==> src/rtl/mem_arb_pkg.sv <==
// Shared definitions for memory port arbiters: one-hot request type and the
// round-robin pick function (rotate to pointer, take lowest, rotate back).
package mem_arb_pkg;

  localparam int MAX_REQ    = 8;
  localparam int MAX_RD_LAT = 4;

  typedef logic [MAX_REQ-1:0] req_onehot_t;

  function automatic req_onehot_t rr_pick(input int unsigned n, input logic [2:0] ptr,
                                          input req_onehot_t valid);
    req_onehot_t rot, res;
    int unsigned p;
    logic [2:0]  idx;
    logic        found;
    rot   = '0;
    res   = '0;
    found = 1'b0;
    p     = 32'(ptr);
    for (int unsigned i = 0; i < MAX_REQ; i++) begin
      idx = 3'((p + i) % n);
      if (i < n) rot[3'(i)] = valid[idx];
    end
    for (int unsigned i = 0; i < MAX_REQ; i++) begin
      idx = 3'((p + i) % n);
      if (i < n && rot[3'(i)] && !found) begin
        res[idx] = 1'b1;
        found    = 1'b1;
      end
    end
    return res;
  endfunction

endpackage

==> src/rtl/rr_pick_onehot.sv <==
// Combinational round-robin picker: first valid requester at or after ptr_i,
// wrapping modulo N. Also intended for the write-port arbiter.
module rr_pick_onehot
  import mem_arb_pkg::*;
#(
  parameter int N  = 4,
  parameter int PW = 2
) (
  input  logic [N-1:0]  valid_i,
  input  logic [PW-1:0] ptr_i,
  output logic [N-1:0]  grant_o
);

  assign grant_o = N'(rr_pick(N, 3'(ptr_i), MAX_REQ'(valid_i)));

endmodule

==> src/rtl/mem_rd_port_arbiter.sv <==
// Round-robin arbiter sharing one BRAM read port among N_REQ requesters, with a
// fixed-latency grant pipeline routing read data back to the winner.
// Optional MEM_RD_ARB_CONFLICT_CNT_EN adds a saturating conflict counter output.
module mem_rd_port_arbiter
  import mem_arb_pkg::*;
#(
  parameter int N_REQ  = 4,
  parameter int AW     = 6,
  parameter int DW     = 32,
  parameter int RD_LAT = 1
) (
  input  logic                clk,
  input  logic                rst,
  input  logic [N_REQ-1:0]    req_valid,
  input  logic [N_REQ*AW-1:0] req_addr,
  output logic [N_REQ-1:0]    req_grant,
  output logic [AW-1:0]       mem_addr,
  output logic                mem_rd_en,
  input  logic [DW-1:0]       mem_rd_data,
  output logic [N_REQ-1:0]    rsp_valid,
  output logic [DW-1:0]       rsp_data,
  output logic                busy
`ifdef MEM_RD_ARB_CONFLICT_CNT_EN
  ,output logic [15:0]        conflict_cnt
`endif
);

  localparam int PW = $clog2(N_REQ);

  logic [PW-1:0]                 rr_ptr_q, rr_ptr_d, gidx;
  logic [RD_LAT-1:0][N_REQ-1:0]  gp_q;
  logic [N_REQ-1:0]              rsp_valid_q;
  logic [DW-1:0]                 rsp_data_q;

  rr_pick_onehot #(.N(N_REQ), .PW(PW)) u_pick (
    .valid_i (req_valid),
    .ptr_i   (rr_ptr_q),
    .grant_o (req_grant)
  );

  always_comb begin
    mem_addr = '0;
    gidx     = '0;
    for (int i = 0; i < N_REQ; i++) begin
      if (req_grant[i]) begin
        mem_addr = req_addr[i*AW +: AW];
        gidx     = PW'(i);
      end
    end
    rr_ptr_d = rr_ptr_q;
    // Explicit wrap so non-power-of-two N_REQ never lands on a dead index.
    if (|req_grant) rr_ptr_d = (gidx == PW'(N_REQ-1)) ? '0 : gidx + 1'b1;
  end

  assign mem_rd_en = |req_valid;

  always_ff @(posedge clk or posedge rst) begin
    if (rst) begin
      rr_ptr_q    <= '0;
      gp_q        <= '0;
      rsp_valid_q <= '0;
      rsp_data_q  <= '0;
    end else begin
      rr_ptr_q <= rr_ptr_d;
      gp_q[0]  <= req_grant;
      for (int k = 1; k < RD_LAT; k++) gp_q[k] <= gp_q[k-1];
      rsp_valid_q <= gp_q[RD_LAT-1];
      if (|gp_q[RD_LAT-1]) rsp_data_q <= mem_rd_data;
    end
  end

  assign rsp_valid = rsp_valid_q;
  assign rsp_data  = rsp_data_q;
  assign busy      = (|gp_q) | (|rsp_valid_q);

`ifdef MEM_RD_ARB_CONFLICT_CNT_EN
  logic [15:0]            conflict_cnt_q, conflict_cnt_d;
  logic [$clog2(N_REQ+1)-1:0] nreq;
  logic [16:0]            sum;

  always_comb begin
    nreq = '0;
    for (int i = 0; i < N_REQ; i++) nreq = nreq + $bits(nreq)'(req_valid[i]);
    sum            = {1'b0, conflict_cnt_q} + 17'(nreq) - 17'd1;
    conflict_cnt_d = conflict_cnt_q;
    if (nreq >= 2) conflict_cnt_d = sum[16] ? 16'hFFFF : sum[15:0];
  end

  always_ff @(posedge clk or posedge rst) begin
    if (rst) conflict_cnt_q <= '0;
    else     conflict_cnt_q <= conflict_cnt_d;
  end

  assign conflict_cnt = conflict_cnt_q;
`endif

endmodule
==> config.mk <==
export PLATFORM = sky130hd
export DESIGN_NAME = mem_rd_port_arbiter
export DESIGN_NICKNAME = d
export VERILOG_FILES = /design/src/rtl/mem_arb_pkg.sv /design/src/rtl/rr_pick_onehot.sv /design/src/rtl/mem_rd_port_arbiter.sv
export SDC_FILE = /design/constraint.sdc
export NUM_CORES = 1
export LEC_CHECK = 0
export ABC_AREA = 1
export CAP_MARGIN = 20
export CELL_PAD_IN_SITES_DETAIL_PLACEMENT = 1
export CELL_PAD_IN_SITES_GLOBAL_PLACEMENT = 2
export CORE_MARGIN = 1
export CORE_UTILIZATION = 23
export CTS_BUF_LIST = sky130_fd_sc_hd__clkbuf_4
export DETAILED_ROUTE_END_ITERATION = 7
export PLACE_DENSITY_LB_ADDON = 0.1
export SKIP_LAST_GASP = 1
export SLEW_MARGIN = 20
export SYNTH_ARGS = -nofsm -noshare
export SYNTH_HDL_FRONTEND = slang
export SYNTH_HIERARCHICAL = 1
export SYNTH_SLANG_ARGS = --single-unit
==> constraint.sdc <==
create_clock -name clk -period 8.6 [get_ports clk]
set_clock_uncertainty 0.05 [all_clocks]
set_input_delay 2.15 -clock clk [delete_from_list [all_inputs] [get_ports clk]]
set_output_delay 2.15 -clock clk [all_outputs]
set_load 0.02 [all_outputs]
==> impl_metrics.ini, run 1 <==
[power_and_ir_drop]
power.internal_w = 0.000826
clkPwrFrac_pct = 8.1
p_leak_nw = 1.72
ir_drop_uv = 292
netSwitchingFraction_pct = 49.7
pwr-share-seq_pct = 21.7
power_frac_comb_pct = 70.3
power.net_switching_w = 0.000817
p_per_area_nw_per_um2 = 464

[global_routing]
grt_pass1_wl_mm = 11.7
grt_usage_pct = 14.6
grt_pass1_vias = 2343
grt_antenna_before_repair = 0
grt_overflow_total = 0
grt_max_degree = 43

[placement]
portBuffers = 109
detailed_place_hpwl_mm = 5.35
place_congestion = 0.792

[die]
rows = 35
die_area_sq_um = 10100
io_pins = 110
initial_utilization_pct = 24.0
die_h_um = 101
core_area_sq_um = 9330
fp.dieW_um = 101

[setup_path]
critPathSlowestCell = clkdlybuf4s50_1
cpPeakStageDelay_ps = 590
path_max_fanout = 10
timing.rr.end = rr_ptr_q[0]$_DFFE_PP0P_
cp.arrival_ps = 4940
path_cells = clkdlybuf4s50_1, nand2_1, nand3_2, nand2_4, nand2_4, inv_2, nand3_1, nand3_1, nor2_2, nand2_1, nand3_1, nand2_1, inv_1, clkdlybuf4s50_1
reg2reg_from = rr_ptr_q[0]$_DFFE_PP0P_
endpoint_kind = primary output
rrSetupSlack_ps = 5830
path_class = in2out
cp.required_ps = 6400
startpoint_type = input port
reg2reg_depth = 12

[route]
via_count = 2299
wire_per_inst_um = 13.5
post-route-drc-count = 0
ant_nets = 0
finalWirelength_mm = 7.19
via_per_inst = 4.31
drt-pass1-iter-count = 4
drt-initial-drc-count = 30

[clock_network]
cts_max_path_buffers = 2
cts_sinks = 42
cts_resized = 0
htreeDepth = 2
cts_tree = yes
cts_buffers = 5
cts_setup_buffers = 0
root_buffer = clkbuf_4
holdBufCountCts = 0
path_clk_slew_ps = 140
insertion_delay_ps = 330

[timing]
rsz0062_at_grt = false
report.final.hold_viol_count = 0
fin_tns_setup_ps = 0
worstMarginPinSlew_ps = 569
slew_violations = 0
final-setup-viol-count = 0
period_minus_slack_ps = 7140
fmax_ghz = 0.140
fin_crit_sh_pct = 83.0
relSlewSlack_pct = 62.1

[worst_hold_path]
hold_path_class = reg2reg
min_from = gp_q[1]$_DFF_PP0_
hold_depth = 0
min_to = rsp_valid[1]$_DFF_PP0_

[synthesis]
syn_inst = 296
async_flop_share_pct = 100
synth.most_common_cell = nand2_1
synth-seq-area-share_pct = 46.9
synth.avg_cell_area_sq_um = 7.57
netlist.area_leader.share_pct = 46.9
ys_seq_elements = 42
yosysWarnings = 6
ys.flop_type = dfrtp_1
ys_top_cells_by_area = dfrtp_1 (47%), nand2_1 (18%), nand3_1 (15%), inv_1 (4.5%), ha_1 (3.3%)
synth_cell_types = 18
synth_area_sq_um = 2240
synth_top_cell_by_area = dfrtp_1
ys_top_cells_by_count = nand2_1 (108), nand3_1 (68), dfrtp_1 (42)
synth.net_count = 364
synth_edf_count = 0

[cells_and_area]
num-nets-final = 471
drive_gt1_share_pct = 7.67
diodes = 0
fin_util_pct = 37.9
fillers = 1170
regArea_sq_um = 1050
multi_input_area_sq_um = 1010
syn2layout_area_growth_pct = 57.9

[flow_run]
maxCapViolations = 0

[status]
status = finished clean
-- through the flow --
stage               power [W]  hold WS, ps  instances  cell area (sq um)  setup WS (ps)
floorplan             0.00105          322        296               2240           2810
global placement      0.00153          326        525               3460           1410
detailed placement    0.00154          332        525               3460           1430
CTS                   0.00168          339        533               3540           1420
global route          0.00180          342        533               3540           1200
finish                0.00164          334        533               3540           1460
-- per-layer routing --
metal | wire (um) | track usage [%]
met5 | 0 | 0
met2 | 3180 | 23.6
met1 | 3340 | 19.0
met3 | 558 | 3.54
met4 | 106 | 5.02
-- power groups by stage --
stage	clock [W]	sequential, W	combinational, W
floorplan	0	0.000457	0.000597
global placement	0	0.000359	0.00117
detailed placement	0	0.000363	0.00117
CTS	0.000140	0.000358	0.00118
global route	0.000147	0.000371	0.00128
finish	0.000132	0.000356	0.00115
-- critical path: cells and delay by family --
family / cells / cell delay (ps)
simple gates: 10 / 1550
buf+inv: 4 / 1220
-- layout by cell type, fill, tap and decap left out, drive strengths merged --
cell | netlist | layout
bufinv | 0 | 1
buf | 13 | 4
o31a | 1 | 1
clkinvlp | 0 | 1
nor3 | 1 | 1
clkbuf | 0 | 6
clkdlybuf4s50 | 0 | 109
a21oi | 8 | 8
inv | 29 | 28
nor2 | 7 | 7
nand3 | 70 | 70
nand2 | 113 | 113
ha | 6 | 6
clkinv | 0 | 1
dfrtp | 42 | 42
or2 | 6 | 6
-- worst max-delay path by stage --
stage | startpoint | end | cells after the start
CTS | req_valid[1] | mem_addr[1] | 14
finish | req_valid[1] | mem_addr[1] | 14
detailed placement | req_valid[1] | mem_addr[1] | 14
floorplan | req_valid[3] | mem_addr[0] | 12
global route | req_valid[0] | mem_addr[4] | 14
global placement | req_valid[1] | mem_addr[4] | 14
-- kinds of logic (layout without fill, tap and decap cells) --
logic type,Yosys count,after routing,share of synthesized area (%)
buf+inv,42,150,7.87
compound gates,9,9,2.18
flops,42,42,46.9
simple gates,197,197,39.7
fa+ha+maj,6,6,3.35
-- registers in the layout, indices dropped and copies added (netlist names) --
| register | flops |
|---|---|
| rsp_valid | 4 |
| rsp_data | 32 |
| gp_q | 4 |
| rr_ptr_q | 2 |
-- layout make-up --
cell class                 count  area share [%]
clock inverter                 2            1.06
inverter                      29            3.08
clock buffer                   6            1.27
sequential                    42            29.7
multi-input combinational    212            28.7
timing repair buffer         113            31.7
tap                          129            4.56
No activity file was read; power rests on OpenSTA's default activity.
==> inputs of run 2 (changes only) <==
--- a/config.mk
+++ b/config.mk
@@ -10,7 +10,7 @@
 export CELL_PAD_IN_SITES_DETAIL_PLACEMENT = 1
 export CELL_PAD_IN_SITES_GLOBAL_PLACEMENT = 2
 export CORE_MARGIN = 1
-export CORE_UTILIZATION = 23
+export CORE_UTILIZATION = 20
 export CTS_BUF_LIST = sky130_fd_sc_hd__clkbuf_4
 export DETAILED_ROUTE_END_ITERATION = 7
 export PLACE_DENSITY_LB_ADDON = 0.1
==> constraint.sdc (replaced) <==
create_clock -name clk -period 5.9 [get_ports clk]
set_clock_uncertainty 0.05 [all_clocks]
set_input_delay 1.475 -clock clk [delete_from_list [all_inputs] [get_ports clk]]
set_output_delay 1.475 -clock clk [all_outputs]
set_load 0.02 [all_outputs]
==> run 2 against run 1 <==
  * First-iteration DRC count increased by 100%
  * Worst hold slack improved by 23 ps
  * Largest cell class unchanged
  * Sequential cell count unchanged
  * Final cell count increased by 2.6%
  * Critical endpoint is now mem_addr[0]
  * Clock-buffer cell count unchanged
==> impl_metrics.ini, run 2 (synthesis gave the netlist of run 1 again) <==
[status]
status = finished clean

[die]
initial_utilization_pct = 20.6
die_h_um = 108
core_area_sq_um = 10900
rows = 38
fp.dieW_um = 108
die_area_sq_um = 11600
io_pins = 110

[timing]
final-setup-viol-count = 0
period_minus_slack_ps = 5530
worstMarginPinSlew_ps = 925
fin_tns_setup_ps = 0
relSlewSlack_pct = 38.2
report.final.hold_viol_count = 0
slew_violations = 0
fin_crit_sh_pct = 93.6
rsz0062_at_grt = false
fmax_ghz = 0.181
holdWs_ps = 357
finalWorstSetupSlack_ps = 375

[route]
ant_nets = 0
via_per_inst = 4.33
post-route-drc-count = 0
drt-pass1-iter-count = 4
drt-initial-drc-count = 61
finalWirelength_mm = 7.45
wire_per_inst_um = 13.6
via_count = 2366

[cells_and_area]
drive_gt1_share_pct = 8.35
largest_register_ffs = 32
layout.cells.non_filler = 547
final_cell_mix = clkdlybuf4s50_1 (109), nand2_1 (108), nand3_1 (68)
final_common_cell = clkdlybuf4s50_1
num-nets-final = 474
syn2layout_area_growth_pct = 58.2
diodes = 0
fin_util_pct = 32.6

[placement]
portBuffers = 109
detailed_place_hpwl_mm = 5.41
placed_cells = 539
place_congestion = 0.807
pre_cts_ws_ps = 340

[clock_network]
holdBufCountCts = 0
cts_tree = yes
path_clk_slew_ps = 110
cts_max_path_buffers = 2
root_buffer = clkbuf_4
cts_resized = 0
cts_setup_buffers = 0
htreeDepth = 2
cts_sinks = 42
insertion_delay_ps = 350
cts_buffers = 5

[setup_path]
path_cells = clkdlybuf4s50_1, nand2_1, nand3_2, nand2_4, nand2_4, inv_2, nand3_1, nand3_1, nor2_2, nand2_1, nand3_1, nand2_1, inv_1, clkdlybuf4s50_1
startpoint_type = input port
path_max_fanout = 7
path_class = in2out
cp.required_ps = 4380
rrSetupSlack_ps = 3170
critPathSlowestCell = clkdlybuf4s50_1
cpPeakStageDelay_ps = 590
endpoint_kind = primary output
cp.arrival_ps = 4000

[global_routing]
grt_max_degree = 43
grt_antenna_before_repair = 0
grt_usage_pct = 13.3
grt_overflow_total = 0
grt_pass1_wl_mm = 12.0
grt_pass1_vias = 2467

[worst_hold_path]
hold_path_class = reg2reg

[power_and_ir_drop]
ir_drop_uv = 284
p_per_area_nw_per_um2 = 673
p_leak_nw = 1.73

[flow_run]
maxCapViolations = 0
-- run 2: cell count changes in the layout (fill, tap and decap cells not counted), sizes merged --
cell / delta
buf: +3
bufinv: -1
clkinv: +1
clkinvlp: -1
inv: +1
-- run 2: cell type report --
class,count,area [sq um]
fillers,1338,7340
flip-flops and latches,42,1050
inverters,29,109
repair buffers,116,1140
clock inverters,2,8.76
multi-input cells,212,1010
well taps,140,175
clock buffers,6,45.0
-- run 2: metrics by stage --
step                cell area (sq um)  total power (W)
floorplan                        2240          0.00154
global placement                 3490          0.00228
detailed placement               3490          0.00228
CTS                              3550          0.00245
global route                     3550          0.00261
finish                           3550          0.00239
-- run 2: worst paths after layout --
kind	start	end	cells after the start
setup / recovery	req_valid[1]	mem_addr[0]	14
hold / removal	gp_q[3]$_DFF_PP0_	rsp_valid[3]$_DFF_PP0_	0
setup reg to reg	rr_ptr_q[0]$_DFFE_PP0P_	rr_ptr_q[0]$_DFFE_PP0P_	12
hold reg to reg	gp_q[3]$_DFF_PP0_	rsp_valid[3]$_DFF_PP0_	0
max in group asynchronous	rst	rr_ptr_q[0]$_DFFE_PP0P_	2
min in group asynchronous	rst	rsp_data[30]$_DFFE_PP0P_	2
-- run 2: metal layers --
layer	up-vias	track usage [%]	routed length (um)
met4	0	4.60	134
met2	82	23.3	3520
met1	1120	15.5	3270
li1	1155	-	-
met5	-	0	0
met3	9	3.45	526
-- run 2: critical path, delay by kind of cell --
| kind | cells | cell delay, ps |
|---|---|---|
| buffers and inverters | 4 | 1220 |
| and+or+nand+nor | 10 | 1300 |
-- run 2: where the power goes --
group / switching (W) / internal, W
Sequential: 0.0000925 / 0.000429
Combinational: 0.00101 / 0.000715
Clock: 0.0000951 / 0.0000495
Total: 0.00119 / 0.00119
